==> config.mk <==
export PLATFORM = sky130hd
export DESIGN_NAME = mem_stage_ctrl
export DESIGN_NICKNAME = d
export VERILOG_FILES = /design/src/rtl/mem_stage_ctrl.sv
export SDC_FILE = /design/constraint.sdc
export NUM_CORES = 1
export LEC_CHECK = 0
export ABC_CLOCK_PERIOD_IN_PS = 3200
export BUFFER_PORTS_ARGS = -buffer_cell sky130_fd_sc_hd__buf_2
export CORE_MARGIN = 2
export CORE_UTILIZATION = 54
export DETAILED_ROUTE_END_ITERATION = 10
export GPL_ROUTABILITY_DRIVEN = 0
export PLACE_DENSITY = 0.85
export SYNTH_ARGS = -nofsm -noshare
export SYNTH_HDL_FRONTEND = slang
export SYNTH_SLANG_ARGS = --single-unit
export TNS_END_PERCENT = 30
==> constraint.sdc <==
create_clock -name clk -period 3.2 [get_ports clk]
set_clock_uncertainty 0.1 [all_clocks]
set_input_delay 0.64 -clock clk [delete_from_list [all_inputs] [get_ports clk]]
set_output_delay 0.64 -clock clk [all_outputs]
set_load 0.05 [all_outputs]
==> src/rtl/mem_stage_ctrl.sv <==
// mem_stage_ctrl: memory-stage controller (ALU result -> data-memory handshake -> writeback beat).
// Define ALIGN_CHECK_EN to send odd-address memory ops straight to the error state.
module mem_stage_ctrl #(
  parameter int TIMEOUT = 64
) (
  input  logic        clk,
  input  logic        rst,
  input  logic        ex_valid,
  input  logic [15:0] ex_alu_res,
  input  logic [15:0] ex_wdata,
  input  logic        ex_mem_rd,
  input  logic        ex_mem_wr,
  output logic        stall_o,
  output logic [15:0] mem_addr,
  output logic [15:0] mem_wdata,
  output logic        mem_rd,
  output logic        mem_wr,
  input  logic        mem_stall,
  input  logic        mem_done,
  input  logic [15:0] mem_rdata,
  output logic        wb_valid,
  output logic [15:0] wb_data,
  output logic        err
);
  typedef enum logic [1:0] {S_IDLE, S_REQ, S_WAIT, S_ERR} state_t;
  state_t      state_q;
  logic [15:0] addr_q, wdata_q, wb_data_q;
  logic [7:0]  cnt_q;
  logic        ld_q, wb_valid_q;
  logic        mem_op, bad_op, retire;
  assign mem_op = ex_valid && (ex_mem_rd || ex_mem_wr);
`ifdef ALIGN_CHECK_EN
  assign bad_op = (ex_mem_rd && ex_mem_wr) || ex_alu_res[0];
`else
  assign bad_op = ex_mem_rd && ex_mem_wr;
`endif
  assign retire = mem_done && (state_q == S_WAIT || (state_q == S_REQ && !mem_stall));
  // Gated by rst so every output reads 0 while reset is held, even with a mem op waiting upstream.
  assign stall_o = !rst && (state_q == S_IDLE ? mem_op : (state_q == S_ERR || !retire));
  assign mem_rd    = state_q == S_REQ && ld_q;
  assign mem_wr    = state_q == S_REQ && !ld_q;
  assign mem_addr  = addr_q;
  assign mem_wdata = wdata_q;
  assign wb_valid  = wb_valid_q;
  assign wb_data   = wb_data_q;
  assign err       = state_q == S_ERR;
  always_ff @(posedge clk or posedge rst) begin
    if (rst) begin
      state_q    <= S_IDLE;
      addr_q     <= '0;
      wdata_q    <= '0;
      wb_data_q  <= '0;
      cnt_q      <= '0;
      ld_q       <= 1'b0;
      wb_valid_q <= 1'b0;
    end else begin
      wb_valid_q <= 1'b0;
      case (state_q)
        S_IDLE: begin
          if (mem_op && bad_op) state_q <= S_ERR;
          else if (mem_op) begin
            state_q <= S_REQ;
            addr_q  <= ex_alu_res;
            wdata_q <= ex_wdata;
            ld_q    <= ex_mem_rd;
          end else if (ex_valid) begin
            wb_valid_q <= 1'b1;
            wb_data_q  <= ex_alu_res;
          end
        end
        S_REQ: begin
          if (!mem_stall && !mem_done) begin
            state_q <= S_WAIT;
            cnt_q   <= '0;
          end
        end
        S_WAIT: begin
          if (!mem_done && cnt_q == 8'(TIMEOUT - 1)) state_q <= S_ERR;
          else if (!mem_done && cnt_q != 8'hff) cnt_q <= cnt_q + 8'd1;
        end
        default: ;
      endcase
      if (retire) begin
        state_q    <= S_IDLE;
        wb_valid_q <= 1'b1;
        wb_data_q  <= ld_q ? mem_rdata : addr_q;
      end
    end
  end
endmodule

Word level (Yosys, flattened, before mapping)
Cells that the tools add are included.
{ "classes": {"addsub": 1, "eq_ne": 13, "muxes": 22, "n_bitwise": 1, "n_reduce_logical": 28} }
{ "ops": {"columns": ["cell", "n"], "rows": [
  ["16-bit two-way mux", 6],
  ["8-bit two-way mux", 3],
  ["8-bit case mux with 2 select lines", 1],
  ["4-bit AND reduction", 3],
  ["1-bit logical AND", 11],
  ["2-bit two-way mux", 5],
  ["8-bit by 1-bit adder with 8-bit output, second input constant", 1],
  ["8-bit by 6-bit equality test with 1-bit output, second input constant", 1],
  ["8-bit inequality test, second input constant", 1],
  ["1-bit two-way mux", 6],
  ["2-bit by 1-bit inequality test with 1-bit output, second input constant", 3],
  ["3-bit by 2-bit inequality test with 1-bit output, second input constant", 2],
  ["2-bit case mux with 3 select lines", 1],
  ["2-bit nonzero test", 3],
  ["1-bit zero test", 5],
  ["2-bit equality test, second input constant", 2],
  ["2-bit inequality test, second input constant", 2],
  ["4-bit by 3-bit inequality test with 1-bit output, second input constant", 1],
  ["4-bit nonzero test", 1],
  ["1-bit logical OR", 3],
  ["3-bit AND reduction", 1],
  ["2-bit by 1-bit equality test with 1-bit output, second input constant", 1],
  ["2-bit zero test", 1],
  ["1-bit inverter", 1]
]} }
{ "totals": {"regBits": 60, "inputBits": 55, "out_inout_bits": 53, "word_cells": 72} }

Longest topological paths before layout
Gate-level depths: netlist (run 1).
{ "logic_depth": {"ltp_word": 8, "ltp_mapped": 7, "ltp_nobuf": 6} }

Least setup slack after synthesis (run 1)
OpenSTA, ideal clock, no wires.
{ "synth_path": {"kind": "register to output", "from": "reg state_q[0]", "to": "out stall_o", "arrival_time_ns": 2.317, "required_time_ns": 2.460, "path_slack_ns": 0.143, "stages_incl_launch_ff": 7, "path_buffers": 1, "cell_sequence": "dfrtp_1 inv_1 ha_1 inv_2 a21boi_4 buf_12 a221oi_1"} }
{ "synth_via": {"elab_chain_len": 8, "word_cells_on_any_way": 11, "cone_classes": "eq/ne: 3; mux: 1; reduce/logical: 7"} }
{ "synth_rtl": {"columns": ["element", "line", "rtl"], "rows": [
  ["start, declared", "26", "state_t state_q;"],
  ["start signal, assigned", "49", "state_q <= S_IDLE;"],
  ["start signal, assigned", "60", "if (mem_op && bad_op) state_q <= S_ERR;"],
  ["start signal, assigned", "62", "state_q <= S_REQ;"],
  ["2-bit by 1-bit equality test with 1-bit output", "37", "assign retire = mem_done && (state_q == S_WAIT || (state_q == S_REQ && !mem_stall));"],
  ["1-bit logical AND", "37", null],
  ["1-bit logical OR", "37", null],
  ["1-bit logical AND", "37", null],
  ["1-bit zero test", "39", "assign stall_o = !rst && (state_q == S_IDLE ? mem_op : (state_q == S_ERR || !retire));"],
  ["1-bit logical OR", "39", null],
  ["1-bit two-way mux *", "39", null],
  ["1-bit logical AND *", "39", null],
  ["end, declared", "13", "output logic stall_o,"]
]} }
Every way passes the cells marked *; elsewhere a longest branch is shown, timed or not.

Final worst setup path (run 1)
Ends and elaborated chain as after synthesis.

==> flow_metrics.py, run 1 <==
metrics = {
    "sta": {
        "rsz0062_at_grt": "false",
        "setup_viol": 0,
        "slew_headroom_pct": 36.9,
        "slew_viol_final": 0,
        "finalHoldViolations": 0,
        "post-route-min-period_ns": 2.80,
        "fin_setup_tns_ns": 0,
        "max_freq_mhz": 358,
        "tightest_slew_ns": 0.947,
        "timing.final.crit_share_pct": 87.4,
    },
    "clocking": {
        "hold_buffers": 0,
        "postCtsSetupBuffers": 0,
        "cts.repair.resized": 0,
        "clock-root-buffer": "clkbuf_8",
        "clockBufferDepth": 2,
        "cts_tree": "done",
        "clock_sinks": 60,
        "htreeDepth": 3,
        "cts_buffers": 9,
        "clkTransAtPathRegs_ns": 0.07,
        "clkLatencyLatePin_ns": 0.33,
    },
    "pwr": {
        "p_leak_nw": 1.84,
        "pwr_density_cell_nw_per_um2": 1220,
        "peakVddDrop_mv": 0.786,
    },
    "yosys": {
        "synth.area.top_cells": "dfrtp_1, mux2_2, mux2_4",
        "syn-num-nets": 292,
        "synth-edff-count": 0,
        "ys_types": 48,
        "synth_top_area_share_pct": 48.6,
        "ys_ff_latch": 60,
        "synth.largest_area_cell": "dfrtp_1",
        "syn-cell-area_sq_um": 3090,
        "yosysSeqAreaShare_pct": 48.6,
        "yosys_warnings": 0,
        "avgSynthCellArea_sq_um": 13.4,
        "synth_flop_cell": "dfrtp_1",
        "async_flop_share_pct": 100,
        "synth_cells": 231,
    },
    "grt": {
        "antenna_found_initial": 0,
        "overflow": 0,
        "grtUsageTotal_pct": 22.4,
        "grt_first_pass_wirelength_microns": 10800,
        "grt_pass1_vias": 2380,
        "grt_max_degree": 22,
    },
    "cells_and_area": {
        "nNetsFinal": 407,
        "fill_cells": 416,
        "diodes": 0,
        "multi_input_area_sq_um": 1500,
        "layout-drive-gt1-share_pct": 61.8,
        "syn2layout_area_growth_pct": 26.0,
        "seqCellArea_sq_um": 1500,
        "stdcell_count": 423,
    },
    "placed_design": {
        "dp.cells": 407,
        "place_hpwl_microns": 4890,
        "place.port_buffers": 107,
    },
    "detailed_routing": {
        "firstDrtPassIters": 4,
        "viasPerCell": 5.37,
        "drtIter0Drc": 116,
        "wl_per_cell_microns": 15.7,
        "drt_wl_total_microns": 6620,
        "drc": 0,
        "postRouteAntennaNets": 0,
        "vias": 2273,
    },
    "floorplan": {
        "die_width_microns": 79.7,
        "core_sq_um": 5510,
        "placementRows": 27,
        "fp.dieH_microns": 79.7,
        "start_util_pct": 56.1,
        "ios": 108,
        "dieArea_sq_um": 6340,
    },
    "worst_setup_path": {
        "critical_path_class": "flip-flop to output port",
        "timing.rr.end": "wb_data[14]",
        "path_buf_inv": 3,
        "path_cells": "inv_1 > ha_1 > inv_2 > a21boi_4 > a221oi_1 > buf_2",
        "cpMaxStageDelayCell": "dfrtp_1",
        "cp_max_fo": 13,
        "critPathRequiredTime_ns": 2.46,
        "worst_ep_arrival_time_ns": 2.06,
        "r2r_cells": 7,
        "rrSetupSlack_ns": 0.76,
        "cp-start-kind": "flip-flop",
        "max_stage_delay_ns": 0.42,
        "crit_path_end_kind": "output port",
        "crit_family": "buffers and inverters",
        "regToRegStartpoint": "state_q[0]",
    },
    "hold_path": {
        "min_path_type": "primary input to async pin",
    },
    "run_status": {
        "status": "finished, final reports clean",
    },
    "job": {
        "maxCapViolCount": 0,
    },
}
-- synthesized netlist by cell type, drive strengths merged, types with 2 or more instances --
library cell	instances
mux2	81
dfrtp	60
nand2	10
buf	9
nor2	8
ha	6
inv	5
nand2b	4
nand3	4
a21oi	3
nor2b	3
o21ai	3
o31ai	3
a221o	2
and3	2
nand4	2
nand4b	2
nor3	2
o211ai	2
o2bb2ai	2
xnor2	2
-- power breakdown --
| part | internal [mW] | switching, mW |
|---|---|---|
| sequential | 1.13 | 0.256 |
| combinational | 0.883 | 1.77 |
| clock | 0.404 | 0.291 |
| total | 2.41 | 2.32 |
-- worst max path at each step --
| stage | start | slack [ns] | endpoint | depth (start not counted) |
|---|---|---|---|---|
| floorplan | state_q[0] | 0.14 | stall_o | 6 |
| global placement | state_q[0] | 0.82 | stall_o | 6 |
| detailed placement | state_q[0] | 0.78 | stall_o | 6 |
| CTS | state_q[0] | 0.39 | stall_o | 6 |
| global route | state_q[0] | 0.31 | stall_o | 6 |
| finish | state_q[0] | 0.40 | stall_o | 6 |
-- placed cells by master, fill, tap and decap left out, types with 2 or more instances in the layout --
master	netlist	final
xnor2_1	2	2
and3_1	2	2
inv_2	1	2
nand3_1	4	4
inv_1	4	3
o2bb2ai_1	2	2
nand4_1	2	2
buf_2	4	107
ha_1	6	6
buf_4	3	6
mux2_1	2	2
nor2_1	7	7
nor2b_1	2	2
o21ai_0	3	3
nand2_1	9	9
nand4b_1	2	2
clkbuf_1	0	2
mux2_2	71	71
nor3_1	2	2
nand2b_1	3	3
clkbuf_8	0	11
o211ai_1	2	2
mux2_4	8	8
dfrtp_1	60	60
a221o_1	2	2
a21oi_1	3	3
o31ai_1	2	2
-- per-stage QoR --
stage	hold slack, ns	setup WS, ns	power (mW)	utilization (%)	instance area (sq um)
3_5_place_dp	0.390	0.776	4.05	67.1	3690
5_1_grt	0.231	0.313	4.98	70.7	3890
3_3_place_gp	0.384	0.820	3.99	67.1	3690
4_1_cts	0.203	0.395	4.76	70.7	3890
6_report	0.199	0.404	4.73	70.7	3890
2_1_floorplan	0.406	0.143	3.49	-	3090
-- cells by family after synthesis --
| group | after synthesis | synth area share [%] |
|---|---|---|
| muxes | 82 | 30.8 |
| DFF | 60 | 48.6 |
| and+or+nand+nor | 41 | 7.17 |
| AOI/OAI and AO/OA | 26 | 7.45 |
| buffers and inverters | 14 | 3.00 |
| adders and majority gates | 6 | 2.43 |
| xor gates and xnor gates | 2 | 0.567 |
-- cell type report --
type | count | share of cell area [%]
sequential | 60 | 38.5
multi-input combinational | 157 | 38.5
timing repair buffer | 113 | 14.9
clock buffer | 13 | 4.08
tap | 72 | 2.31
clock inverter | 3 | 1.12
inverter | 5 | 0.482
-- state kept, by name (all words and copies together), names as in the netlist --
register   flops
mem_addr      16
wb_valid       1
state_q        2
wb_data       16
cnt_q          8
ld_q           1
mem_wdata     16
-- per-layer routing --
metal	track usage, %	vias up	share of wire (%)
met5	0	-	0
met1	25.9	1103	40
met3	6.11	14	7.0
li1	-	1075	-
met4	10.5	0	2.0
met2	38.3	81	51
Note: power is estimated with default switching activity, not from simulation.
==> inputs of run 2 (changes only) <==
--- a/config.mk
+++ b/config.mk
@@ -5,13 +5,15 @@
 export SDC_FILE = /design/constraint.sdc
 export NUM_CORES = 1
 export LEC_CHECK = 0
+export ABC_AREA = 1
 export ABC_CLOCK_PERIOD_IN_PS = 3200
 export BUFFER_PORTS_ARGS = -buffer_cell sky130_fd_sc_hd__buf_2
 export CORE_MARGIN = 2
-export CORE_UTILIZATION = 54
+export CORE_UTILIZATION = 56
+export CTS_BUF_LIST = sky130_fd_sc_hd__clkbuf_2 sky130_fd_sc_hd__clkbuf_4 sky130_fd_sc_hd__clkbuf_8
 export DETAILED_ROUTE_END_ITERATION = 10
 export GPL_ROUTABILITY_DRIVEN = 0
-export PLACE_DENSITY = 0.85
+export PLACE_DENSITY = 0.88
 export SYNTH_ARGS = -nofsm -noshare
 export SYNTH_HDL_FRONTEND = slang
 export SYNTH_SLANG_ARGS = --single-unit
==> run 2 against run 1 <==
  * Register-to-register slack better by 0.25 ns
  * Total power is 6.5% lower
  * Highest routed layer unchanged
  * Clock power is 4.7% lower
  * Hold slack better by 0.19 ns
  * Sequential power is 9% lower
  * Global-route usage is 3.1 points higher
  * Largest power group unchanged
  * Count of clock-buffer cells in the layout is 2 lower
  * Fmax is 5.2% higher
  * Sequential cell count stayed put
  * Via count is 28% higher
  * Utilization is 2.9 points higher
==> flow_metrics.py, run 2 <==
metrics = {
    "run_status": {
        "status": "finished, final reports clean",
    },
    "detailed_routing": {
        "drtIter0Drc": 162,
        "viasPerCell": 5.02,
        "vias": 2905,
        "drc": 0,
        "drt_wl_total_microns": 7350,
        "firstDrtPassIters": 4,
        "postRouteAntennaNets": 0,
        "wl_per_cell_microns": 12.7,
    },
    "placed_design": {
        "dp.cells": 563,
        "placed_area_sq_um": 3640,
        "place_ws_ns": 0.900,
        "place_hpwl_microns": 5140,
        "place.port_buffers": 107,
    },
    "clocking": {
        "postCtsSetupBuffers": 0,
        "htreeDepth": 3,
        "clock_sinks": 60,
        "clkTransAtPathRegs_ns": 0.07,
        "cts_tree": "done",
        "cts_buffers": 9,
        "clkLatencyLatePin_ns": 0.32,
        "clockBufferDepth": 2,
        "clock-root-buffer": "clkbuf_8",
        "cts.repair.resized": 0,
        "hold_buffers": 0,
    },
    "floorplan": {
        "fp.dieH_microns": 78.0,
        "placementRows": 26,
        "start_util_pct": 58.9,
        "core_sq_um": 5200,
        "die_width_microns": 78.0,
        "dieArea_sq_um": 6090,
        "ios": 108,
    },
    "worst_setup_path": {
        "worstSetupStartpoint": "state_q[0]",
        "rrSetupSlack_ns": 1.01,
        "cp_max_fo": 10,
        "crit_path_end_kind": "output port",
        "r2r_cells": 8,
        "critPathRequiredTime_ns": 2.46,
        "timing.rr.end": "wb_data[4]",
        "worst_ep_arrival_time_ns": 1.92,
        "cp-start-kind": "flip-flop",
        "critical_path_class": "flip-flop to output port",
        "crit_end": "stall_o",
        "regToRegStartpoint": "state_q[0]",
    },
    "sta": {
        "setup_viol": 0,
        "tightest_slew_ns": 0.739,
        "slew_headroom_pct": 50.7,
        "rsz0062_at_grt": "false",
        "fin_setup_tns_ns": 0,
        "max_freq_mhz": 376,
        "layout_setup_ws_ns": 0.542,
        "post-route-min-period_ns": 2.66,
        "finalHoldViolations": 0,
        "slew_viol_final": 0,
        "timing.final.crit_share_pct": 83.1,
        "whs_ns": 0.385,
    },
    "yosys": {
        "synth_top_area_share_pct": 48.9,
        "synth.largest_area_cell": "dfrtp_1",
        "synthTopCellsByCount": "nand2_1, dfrtp_1, inv_1, nor2_1, o21ai_0",
        "ys_ff_latch": 60,
        "ys_types": 27,
        "synth.area.top_cells": "dfrtp_1, nand2_1, inv_1",
        "syn-num-nets": 459,
        "async_flop_share_pct": 100,
        "avgSynthCellArea_sq_um": 7.71,
        "yosys_warnings": 0,
        "synth-edff-count": 0,
        "yosysSeqAreaShare_pct": 48.9,
        "synth_cells": 398,
        "synth.most_common_cell": "nand2_1",
        "syn-cell-area_sq_um": 3070,
        "synth_flop_cell": "dfrtp_1",
    },
    "cells_and_area": {
        "fin_util_pct": 73.6,
        "stdcell_count": 579,
        "nNetsFinal": 565,
        "diodes": 0,
        "fin_area_sq_um": 3830,
        "syn2layout_area_growth_pct": 24.9,
        "layout_common_cells": "nand2_1, buf_2, dfrtp_1",
        "final_common_cell": "nand2_1",
        "layout-drive-gt1-share_pct": 27.7,
    },
    "grt": {
        "antenna_found_initial": 0,
        "grt_first_pass_wirelength_microns": 12400,
        "grt_pass1_vias": 2692,
        "overflow": 0,
        "grt_max_degree": 61,
        "grtUsageTotal_pct": 25.4,
    },
    "pwr": {
        "total_power_mw": 4.43,
        "pwr_density_cell_nw_per_um2": 1160,
        "p_leak_nw": 2.13,
        "peakVddDrop_mv": 0.675,
    },
    "job": {
        "maxCapViolCount": 0,
    },
    "hold_path": {
        "min_path_type": "flip-flop to flip-flop",
    },
}
## run 2: per-layer routing
metal | wire [microns] | part of all wire (%) | track usage (%) | vias up
li1 | - | - | - | 1463
met1 | 3230 | 44 | 33.9 | 1316
met2 | 3570 | 49 | 41.7 | 112
met3 | 395 | 5.4 | 4.25 | 14
met4 | 155 | 2.1 | 10.2 | 0
met5 | 0 | 0 | 0 | -
## run 2: layout make-up
class,instances,area (sq um)
timing repair buffer,112,573
fill,417,1370
sequential,60,1500
inverter,52,201
clock buffer,11,139
multi-input combinational,269,1280
clock inverter,5,52.6
tap,70,87.6
## run 2: worst min path at each step
stage | end | start | cells past startpoint
finish | mem_wdata[6] | mem_wdata[6] | 2
global route | mem_wdata[9] | mem_wdata[9] | 2
CTS | mem_wdata[6] | mem_wdata[6] | 2
detailed placement | mem_wdata[6] | mem_wdata[6] | 2
global placement | mem_wdata[8] | mem_wdata[8] | 2
floorplan | cnt_q[1] | cnt_q[1] | 2
## run 2: cell families after synthesis
family | synth area share, %
simple gates | 26.1
compound gates | 12.7
buf+inv | 9.46
flops | 48.9
fa+ha+maj | 2.45
xor+xnor | 0.286
## run 2: report_power, final
part	switching [mW]	total (mW)	leakage, nW	internal [mW]
registers	0.182	1.26	0.709	1.08
clock network	0.289	0.662	0.0999	0.373
logic	1.91	2.50	1.32	0.592
## run 2: critical path, stage by stage, from the launching register on
cell and delay [ns]:
dfrtp_1 0.42, inv_1 0.09, ha_1 0.37, inv_4 0.15
nand2_4 0.07, nand2_2 0.07, nor2_4 0.03, a21oi_1 0.11
buf_2 0.28
